<file path="src/rtl/ahb_arb_pkg.sv">
// Shared AHB-Lite encodings and FSM state type for the requester arbiter.
package ahb_arb_pkg;

  localparam logic [1:0] HTRANS_IDLE   = 2'b00;
  localparam logic [1:0] HTRANS_NONSEQ = 2'b10;
  localparam logic [2:0] HBURST_SINGLE = 3'b000;
  localparam logic [3:0] HPROT_DEFAULT = 4'b0011;

  typedef enum logic [1:0] {
    IDLE = 2'd0,
    ADDR = 2'd1,
    DATA = 2'd2
  } arb_state_t;

endpackage

</file>
<file path="src/rtl/ahb_arb_pick.sv">
// One-hot request picker: rotating priority when AHB_ARB_ROUND_ROBIN_EN is
// defined, otherwise fixed priority with the lowest index winning.
module ahb_arb_pick #(
  parameter int NUM_REQ = 2,
  parameter int IW      = $clog2(NUM_REQ)
) (
  input  logic [NUM_REQ-1:0] req_valid,
  input  logic [IW-1:0]      last_grant,
  output logic [NUM_REQ-1:0] grant
);

  logic found;

`ifdef AHB_ARB_ROUND_ROBIN_EN
  logic [IW-1:0] idx;

  // Search begins one past the previous winner and wraps around.
  always_comb begin
    grant = '0;
    found = 1'b0;
    idx   = '0;
    for (int k = 1; k <= NUM_REQ; k++) begin
      idx = IW'((int'(last_grant) + k) % NUM_REQ);
      if (!found && req_valid[idx]) begin
        grant[idx] = 1'b1;
        found      = 1'b1;
      end
    end
  end
`else
  logic unused_last_grant;
  assign unused_last_grant = ^last_grant;

  always_comb begin
    grant = '0;
    found = 1'b0;
    for (int i = 0; i < NUM_REQ; i++) begin
      if (!found && req_valid[i]) begin
        grant[i] = 1'b1;
        found    = 1'b1;
      end
    end
  end
`endif

endmodule

</file>
<file path="src/rtl/ahb_lite_req_arbiter.sv">
// Single AHB-Lite master multiplexing NUM_REQ valid/ready requesters onto one
// slave, one SINGLE transfer at a time. Optional macro: AHB_ARB_ROUND_ROBIN_EN.
module ahb_lite_req_arbiter
  import ahb_arb_pkg::*;
#(
  parameter int NUM_REQ = 2,
  parameter int AW      = 32,
  parameter int DW      = 32
) (
  input  logic                  hclk,
  input  logic                  hreset,
  input  logic [NUM_REQ-1:0]    req_valid,
  output logic [NUM_REQ-1:0]    req_ready,
  input  logic [NUM_REQ-1:0]    req_write,
  input  logic [NUM_REQ*AW-1:0] req_addr,
  input  logic [NUM_REQ*3-1:0]  req_size,
  input  logic [NUM_REQ*DW-1:0] req_wdata,
  output logic [NUM_REQ-1:0]    rsp_valid,
  output logic [DW-1:0]         rsp_rdata,
  output logic                  rsp_err,
  output logic                  hsel,
  output logic [AW-1:0]         haddr,
  output logic [1:0]            htrans,
  output logic                  hwrite,
  output logic [2:0]            hsize,
  output logic [2:0]            hburst,
  output logic [3:0]            hprot,
  output logic [DW-1:0]         hwdata,
  input  logic [DW-1:0]         hrdata,
  input  logic                  hready,
  input  logic                  hresp
);

  localparam int IW = $clog2(NUM_REQ);

  arb_state_t state_q, state_d;

  logic [NUM_REQ-1:0] win;
  logic [IW-1:0]      last_grant;
  logic               accept;

  logic               sel_write;
  logic [AW-1:0]      sel_addr;
  logic [2:0]         sel_size;
  logic [DW-1:0]      sel_wdata;

  logic [NUM_REQ-1:0] gnt_oh_q;
  logic               write_q;
  logic [AW-1:0]      addr_q;
  logic [2:0]         size_q;
  logic [DW-1:0]      wdata_q;

  ahb_arb_pick #(.NUM_REQ(NUM_REQ), .IW(IW)) u_pick (
    .req_valid  (req_valid),
    .last_grant (last_grant),
    .grant      (win)
  );

  // Requests are only taken in IDLE and never while reset is held.
  assign accept    = (state_q == IDLE) && (|req_valid) && !hreset;
  assign req_ready = accept ? win : '0;

  always_comb begin
    sel_write = 1'b0;
    sel_addr  = '0;
    sel_size  = '0;
    sel_wdata = '0;
    for (int i = 0; i < NUM_REQ; i++) begin
      if (win[i]) begin
        sel_write = req_write[i];
        sel_addr  = req_addr[i*AW +: AW];
        sel_size  = req_size[i*3 +: 3];
        sel_wdata = req_wdata[i*DW +: DW];
      end
    end
  end

`ifdef AHB_ARB_ROUND_ROBIN_EN
  logic [IW-1:0] last_grant_q;
  logic [IW-1:0] win_idx;

  always_comb begin
    win_idx = '0;
    for (int i = 0; i < NUM_REQ; i++) begin
      if (win[i]) win_idx = IW'(i);
    end
  end

  always_ff @(posedge hclk) begin
    if (hreset)      last_grant_q <= IW'(NUM_REQ - 1);
    else if (accept) last_grant_q <= win_idx;
  end

  assign last_grant = last_grant_q;
`else
  assign last_grant = IW'(NUM_REQ - 1);
`endif

  always_ff @(posedge hclk) begin
    if (hreset) state_q <= IDLE;
    else        state_q <= state_d;
  end

  always_comb begin
    state_d = state_q;
    hsel    = 1'b0;
    htrans  = HTRANS_IDLE;
    haddr   = '0;
    hwrite  = 1'b0;
    hsize   = '0;
    hburst  = HBURST_SINGLE;
    hprot   = HPROT_DEFAULT;
    hwdata  = '0;
    case (state_q)
      IDLE: if (accept) state_d = ADDR;
      ADDR: begin
        hsel    = 1'b1;
        htrans  = HTRANS_NONSEQ;
        haddr   = addr_q;
        hwrite  = write_q;
        hsize   = size_q;
        state_d = DATA;
      end
      DATA: begin
        hwdata = write_q ? wdata_q : '0;
        if (hready) state_d = IDLE;
      end
      default: state_d = IDLE;
    endcase
  end

  // Request capture stage: fields are only consumed in ADDR/DATA, so no reset.
  always_ff @(posedge hclk) begin
    if (accept) begin
      gnt_oh_q <= win;
      write_q  <= sel_write;
      addr_q   <= sel_addr;
      size_q   <= sel_size;
      wdata_q  <= sel_wdata;
    end
  end

  // Completion stage: an ERROR first cycle (hready=0) simply acts as a wait.
  always_ff @(posedge hclk) begin
    if (hreset) begin
      rsp_valid <= '0;
      rsp_rdata <= '0;
      rsp_err   <= 1'b0;
    end else begin
      rsp_valid <= '0;
      if (state_q == DATA && hready) begin
        rsp_valid <= gnt_oh_q;
        rsp_rdata <= write_q ? '0 : hrdata;
        rsp_err   <= hresp;
      end
    end
  end

endmodule

</file>
<file path="config.mk">
export PLATFORM = sky130hd
export DESIGN_NAME = ahb_lite_req_arbiter
export DESIGN_NICKNAME = d
export VERILOG_FILES = /design/src/rtl/ahb_arb_pkg.sv /design/src/rtl/ahb_arb_pick.sv /design/src/rtl/ahb_lite_req_arbiter.sv
export SDC_FILE = /design/constraint.sdc
export NUM_CORES = 1
export LEC_CHECK = 0
export CAP_MARGIN = 10
export CORE_MARGIN = 8
export CORE_UTILIZATION = 40
export CTS_CLUSTER_SIZE = 40
export DETAILED_ROUTE_END_ITERATION = 7
export GPL_TIMING_DRIVEN = 0
export PLACE_DENSITY = 0.92
export SYNTH_ARGS = -nofsm -noshare
export SYNTH_HDL_FRONTEND = slang
export SYNTH_SLANG_ARGS = --single-unit
</file>
<file path="constraint.sdc">
create_clock -name hclk -period 3.7 [get_ports hclk]
set_clock_uncertainty 0.05 [all_clocks]
set_input_delay 0.74 -clock hclk [delete_from_list [all_inputs] [get_ports hclk]]
set_output_delay 0.74 -clock hclk [all_outputs]
set_load 0.01 [all_outputs]
</file>
* Word level (Yosys, flattened, before mapping)
Index checks and enable logic that the tools add are counted.
** Storage, ports and cells
- Flip-flop bits (word level) :: 107
- Word-level logic and storage cells :: 46
- Input bits :: 174
** Cells by class
- Equality and inequality tests :: 4
- Muxes and demuxes :: 22
- Bitwise operators :: 1
- Reductions and logical operators :: 10
** Operators by type and width (number)
- two-way mux 32 bit :: 8
- two-way mux 3 bit :: 3
- two-way mux 2 bit :: 4
- two-way mux 1 bit :: 6
- case mux 2 bit (3 select lines) :: 1
- logical AND 1 bit :: 4
- != test 2 bit, second input constant :: 2
- OR reduction 2 bit :: 2
- equality test 2 x 1 -> 1 bit, second input constant :: 1
- equality test 2 bit, second input constant :: 1
- zero test 1 bit :: 2
- zero test 2 bit :: 1
- AND reduction 2 bit :: 1
- NOT 1 bit :: 1

* Longest topological paths before layout
- Depth after elaboration :: 5
- Depth in mapped cells :: 5
- Depth with buffers taken out :: 2

* Hierarchy
A second synthesis with hierarchy kept.
** Second synthesis, totals
- Cells, all modules :: 407
- Area, all modules :: 5118.7 µm²
** By module, submodules not included
- ahb_lite_req_arbiter :: cells an instance 405, area an instance 5097.4 µm², times used 1, seq. area each 2842.7 µm²
- ahb_arb_pick :: cells an instance 2, area an instance 21.3 µm², times used 1, seq. area each 0.0 µm²

* Worst setup path before layout
No wires, ideal clock.
- Kind :: in2reg
- Start point :: input req_valid[0]
- End point :: register addr_q[0] (enable)
- Data required time :: 3.217 ns
- Arrival time :: 2.801 ns
- Setup slack :: 0.416 ns
- Buffers on the path :: 2
- Stages on the path :: 3
- Path through :: buf_2 clkbuf_1 o21a_1
** Between the ends
- Cells in the longest elaborated chain, start to end :: 3
** Ends and longest elaborated chain
- from (decl) :: RTL line ahb_lite_req_arbiter.sv:12 : input logic [NUM_REQ-1:0] req_valid,
- OR reduction 2 bit :: RTL line ahb_lite_req_arbiter.sv:60 : assign accept = (state_q == IDLE) && (|req_valid) && !hreset;
- logical AND 1 bit (2 in series) :: RTL line ahb_lite_req_arbiter.sv:60
- net accept :: RTL line ahb_lite_req_arbiter.sv:40 : logic accept;
- to (signal assigned) :: RTL line ahb_lite_req_arbiter.sv:137 : addr_q <= sel_addr;
- to (decl) :: RTL line ahb_lite_req_arbiter.sv:49 : logic [AW-1:0] addr_q;
The timed path passes the listed nets, and every way through them passes these cells.
A chain may end at the register's enable or synchronous reset.

* Worst setup path after layout
- Start point :: input req_valid[0]
- End point :: output req_ready[0]
** Between the ends
- Cells in the longest elaborated chain, start to end :: 4
- Elaborated cells on any way between the ends :: 5
- Classes of those cells :: mux (2); reduce/logical (3)
** Ends and longest elaborated chain
- OR reduction 2 bit :: RTL line ahb_lite_req_arbiter.sv:60
- logical AND 1 bit (2 in series) :: RTL line ahb_lite_req_arbiter.sv:60
- two-way mux 2 bit * :: RTL line ahb_lite_req_arbiter.sv:61 : assign req_ready = accept ? win : '0;
- to (decl) :: RTL line ahb_lite_req_arbiter.sv:13 : output logic [NUM_REQ-1:0] req_ready,
Every way passes the cells marked *; elsewhere a longest branch is shown, timed or not.

==> impl_summary.txt <==
----------------------------------------------------
[Placed design]
  Post-DP HPWL ... ~15000 um
  Placer Congestion ... between 0.8 and 0.9
  Post-place setup slack ... 0.245 ns
  Port-buffer cells ... between 200 and 300

[Power]
  Total Power ... approximately 2.8 mW
  Switching share of power ... around 24%
  Clock share of power ... 31.8%
  Sw power ... around 0.69 mW
  Leakage power figure ... about 3.2 nW
  Share of total power in sequential cells ... roughly half
  Peak VDD IR ... ~210 uV
  Power Density ... between 300 and 400 nW/um^2
  Combinational Power Share ... 19.7%
  Internal ... around 2.1 mW

[Final layout]
  Final cell utilization of the core ... around 66%
  Area of the multi-input gates ... 2220 um^2
  Fillers ... around 1100
  Footprint of the flip-flops and latches ... ~2800 um^2
  Synthesis-to-layout area growth ... 62.1%
  Commonest non-fill, non-tap cell in the layout ... clkdlybuf4s50_1
  Antenna diode count ... 0
  Nets ... slightly above 1000
  Top library cells by usage in the layout, fill and taps aside ... clkdlybuf4s50_1 (279), nand2_1 (126), edfxtp_1 (70)
  Fraction of final layout cells with drive strength greater than 1 ... under 10%

[Clocking]
  Clk sink count ... 107
  # resized after CTS ... 0
  Setup repair bufs after CTS ... 0
  Clock Latency Late Sink ... 0.35 ns
  CTS clock-pin slew for the worst setup and hold paths ... 0.07 ns
  Number of buffers inserted during clock tree synthesis ... 9
  CTS tree ... done
  Maximum buffer depth of the clock tree ... 2
  Clock root buffer master ... clkbuf_16
  Maximum level of the CTS H-tree ... 3
  CTS Hold Buffers Added ... 0

[Critical path]
  Setup slack on the worst flop-to-flop path ... roughly 1.7 ns
  Worst Setup Start Kind ... input pin
  Capture instance of the worst register-to-register path ... addr_q[1]$_DFFE_PP_
  Largest fanout on the critical path ... 10
  Critical Path RT ... roughly 2.9 ns
  Worst r2r path cells ... 3
  Critical path class ... in -> out
  Beginning of the worst register-to-register path ... state_q[1]$_SDFFE_PP0P_
  Signal arrival time at the worst endpoint ... approximately 2.6 ns
  Element type at the critical path end ... output port

[Global routing]
  Vias in the first global route ... approximately 5100
  Global router's overall resource usage ... about a fifth
  First-pass GRT wire length ... 28400 um
  Antenna violations before repair ... 0
  Largest net degree at the start of global routing ... 40
  Overall overflow remaining after global route ... 0

[Synthesis]
  Post-synth cell types ... 24
  Register area share after synthesis ... ~53%
  Number of cells produced by synthesis ... between 500 and 600
  Area of the mapped netlist ... 5350 um^2
  Synthesized area per cell ... roughly 10 um^2
  Synthesis Warnings ... 0
  Number of synthesized register bits ... roughly 110

[STA]
  Relative max-transition margin ... slightly above 60%
  Number of slew-limit violations in the final report ... 0
  Total count of hold-check failures in the final report ... 0
  Total Negative Setup Slacks ... 0 ns
  Total setup violations reported at the end of the flow ... 0
  Actual slew at the worst max-slew pin ... between 0.5 and 0.6 ns
  Upper clock frequency limit ... slightly below 0.3 GHz
  Portion of the clock cycle consumed by the worst path in the final layout ... between 90 and 100%
  Unrepaired setup endpoints after global routing ... false
  Shortest clock period the worst path allows after layout ... between 3 and 4 ns
  Final worst slack ... 0.290 ns

[Die]
  Floorplan die area ... approximately 17000 um^2
  I/O pin count ... slightly below 300
  Width of the die ... about 130 um
  Rows ... 42
  Die extent in y ... about 130 um
  Area of the placeable core ... about 13000 um^2
  Starting Density ... between 40% and 50%

[Detailed routing]
  Routed WL ... between 15000 and 20000 um
  Via density per instance ... just under 5
  Antenna-violating nets left ... 0
  Via count ... 4893
  Post-route DRC ... 0
  Iteration-0 DRC Markers ... 243
  First-pass iteration count of the detailed router ... 5
  Wirelength per Cell ... roughly 18 um

[Min path]
  Cell depth of the worst min-delay path ... 2
  Kind of path behind the tightest hold check ... reg -> reg
  Endpoint of the worst hold path ... rsp_rdata[22]$_SDFFE_PP0P_
  Beginning of the worst hold path ... rsp_rdata[22]$_SDFFE_PP0P_

[Flow run]
  Max-Cap Viols ... 0

[Status]
  Run status ... finished clean

----------------------------------------------------
## power groups by stage
stage               sequential (mW)  combinational, mW  clock [mW]
floorplan                      1.40              0.216           0
global placement               1.40              0.540           0
detailed placement             1.40              0.556           0
CTS                            1.37              0.559       0.907
global route                   1.38              0.600       0.946
finish                         1.37              0.555       0.896
## critical path: stages
cell             delay (ns)
clkdlybuf4s50_1        0.47
buf_2                  0.24
clkbuf_1               0.40
and2_1                 0.19
clkdlybuf4s50_1        0.57
## cell usage after synthesis
library cell	number	area (um^2)
nand2_1	126	473
edfxtp_1	70	2100
and2_1	69	432
o21ai_0	63	315
dfxtp_1	37	741
nand2b_1	34	213
mux2i_1	33	330
or3b_1	32	280
clkbuf_1	21	78.8
buf_2	16	80.1
buf_4	9	67.6
a22o_1	5	43.8
and3b_2	3	30.0
buf_12	3	60.1
clkbuf_2	3	15.0
and3b_1	2	17.5
conb_1	2	7.51
o21a_1	2	15.0
buf_6	1	11.3
nor2b_1	1	6.26
nor2b_2	1	8.76
nor3_1	1	5.00
nor3b_1	1	7.51
o21ba_2	1	10.0
## flip-flops by register name, indices dropped and copies added (netlist names)
register	flops
size_q	3
rsp_err	1
wdata_q	32
state_q	2
gnt_oh_q	2
addr_q	32
write_q	1
rsp_valid	2
rsp_rdata	32
## area by class of cell
type | instances | area share [%]
Sequential cell | 107 | 32.8
Timing Repair Buffer | 280 | 32.4
Multi-Input combinational cell | 382 | 25.6
Buffer | 53 | 3.61
Clock buffer | 10 | 2.64
Tap cell | 176 | 2.54
Clock inverter | 6 | 0.361
## metrics by stage
step | hold slack (ns) | cells | cell area [um^2]
floorplan | 0.425 | 542 | 5370
global placement | 0.406 | 997 | 8390
detailed placement | 0.413 | 998 | 8410
CTS | 0.427 | 1014 | 8670
global route | 0.444 | 1014 | 8670
finish | 0.422 | 1014 | 8670
## worst max path at each step
stage / slack, ns / start / end
after floorplan: 0.42 / req_valid[0] / addr_q[0]$_DFFE_PP_
after global placement: -1.10 / req_valid[0] / addr_q[10]$_DFFE_PP_
after detailed placement: 0.25 / req_valid[0] / req_ready[0]
after CTS: 0.24 / req_valid[0] / req_ready[0]
after global routing: 0.16 / req_valid[0] / req_ready[0]
final: 0.29 / req_valid[0] / req_ready[0]
## routing by layer
layer / GRT usage, % / up-vias / wire [um]
met5: 0 / - / 0
met2: 36.1 / 240 / 9180
li1: - / 2377 / -
met1: 22.4 / 2227 / 7190
met3: 6.86 / 49 / 1410
met4: 10.2 / 0 / 680
## cells by family (layout without fill, tap and decap cells)
| logic type | Yosys count | after routing | synth area share, % |
|---|---|---|---|
| simple gates | 270 | 270 | 27.5 |
| flops | 107 | 107 | 53.1 |
| compound gates | 71 | 71 | 7.18 |
| buf+inv | 53 | 349 | 5.85 |
| mux | 33 | 33 | 6.17 |
| other cells | 2 | 8 | 0.140 |
Note: power is estimated with default switching activity, not from simulation.
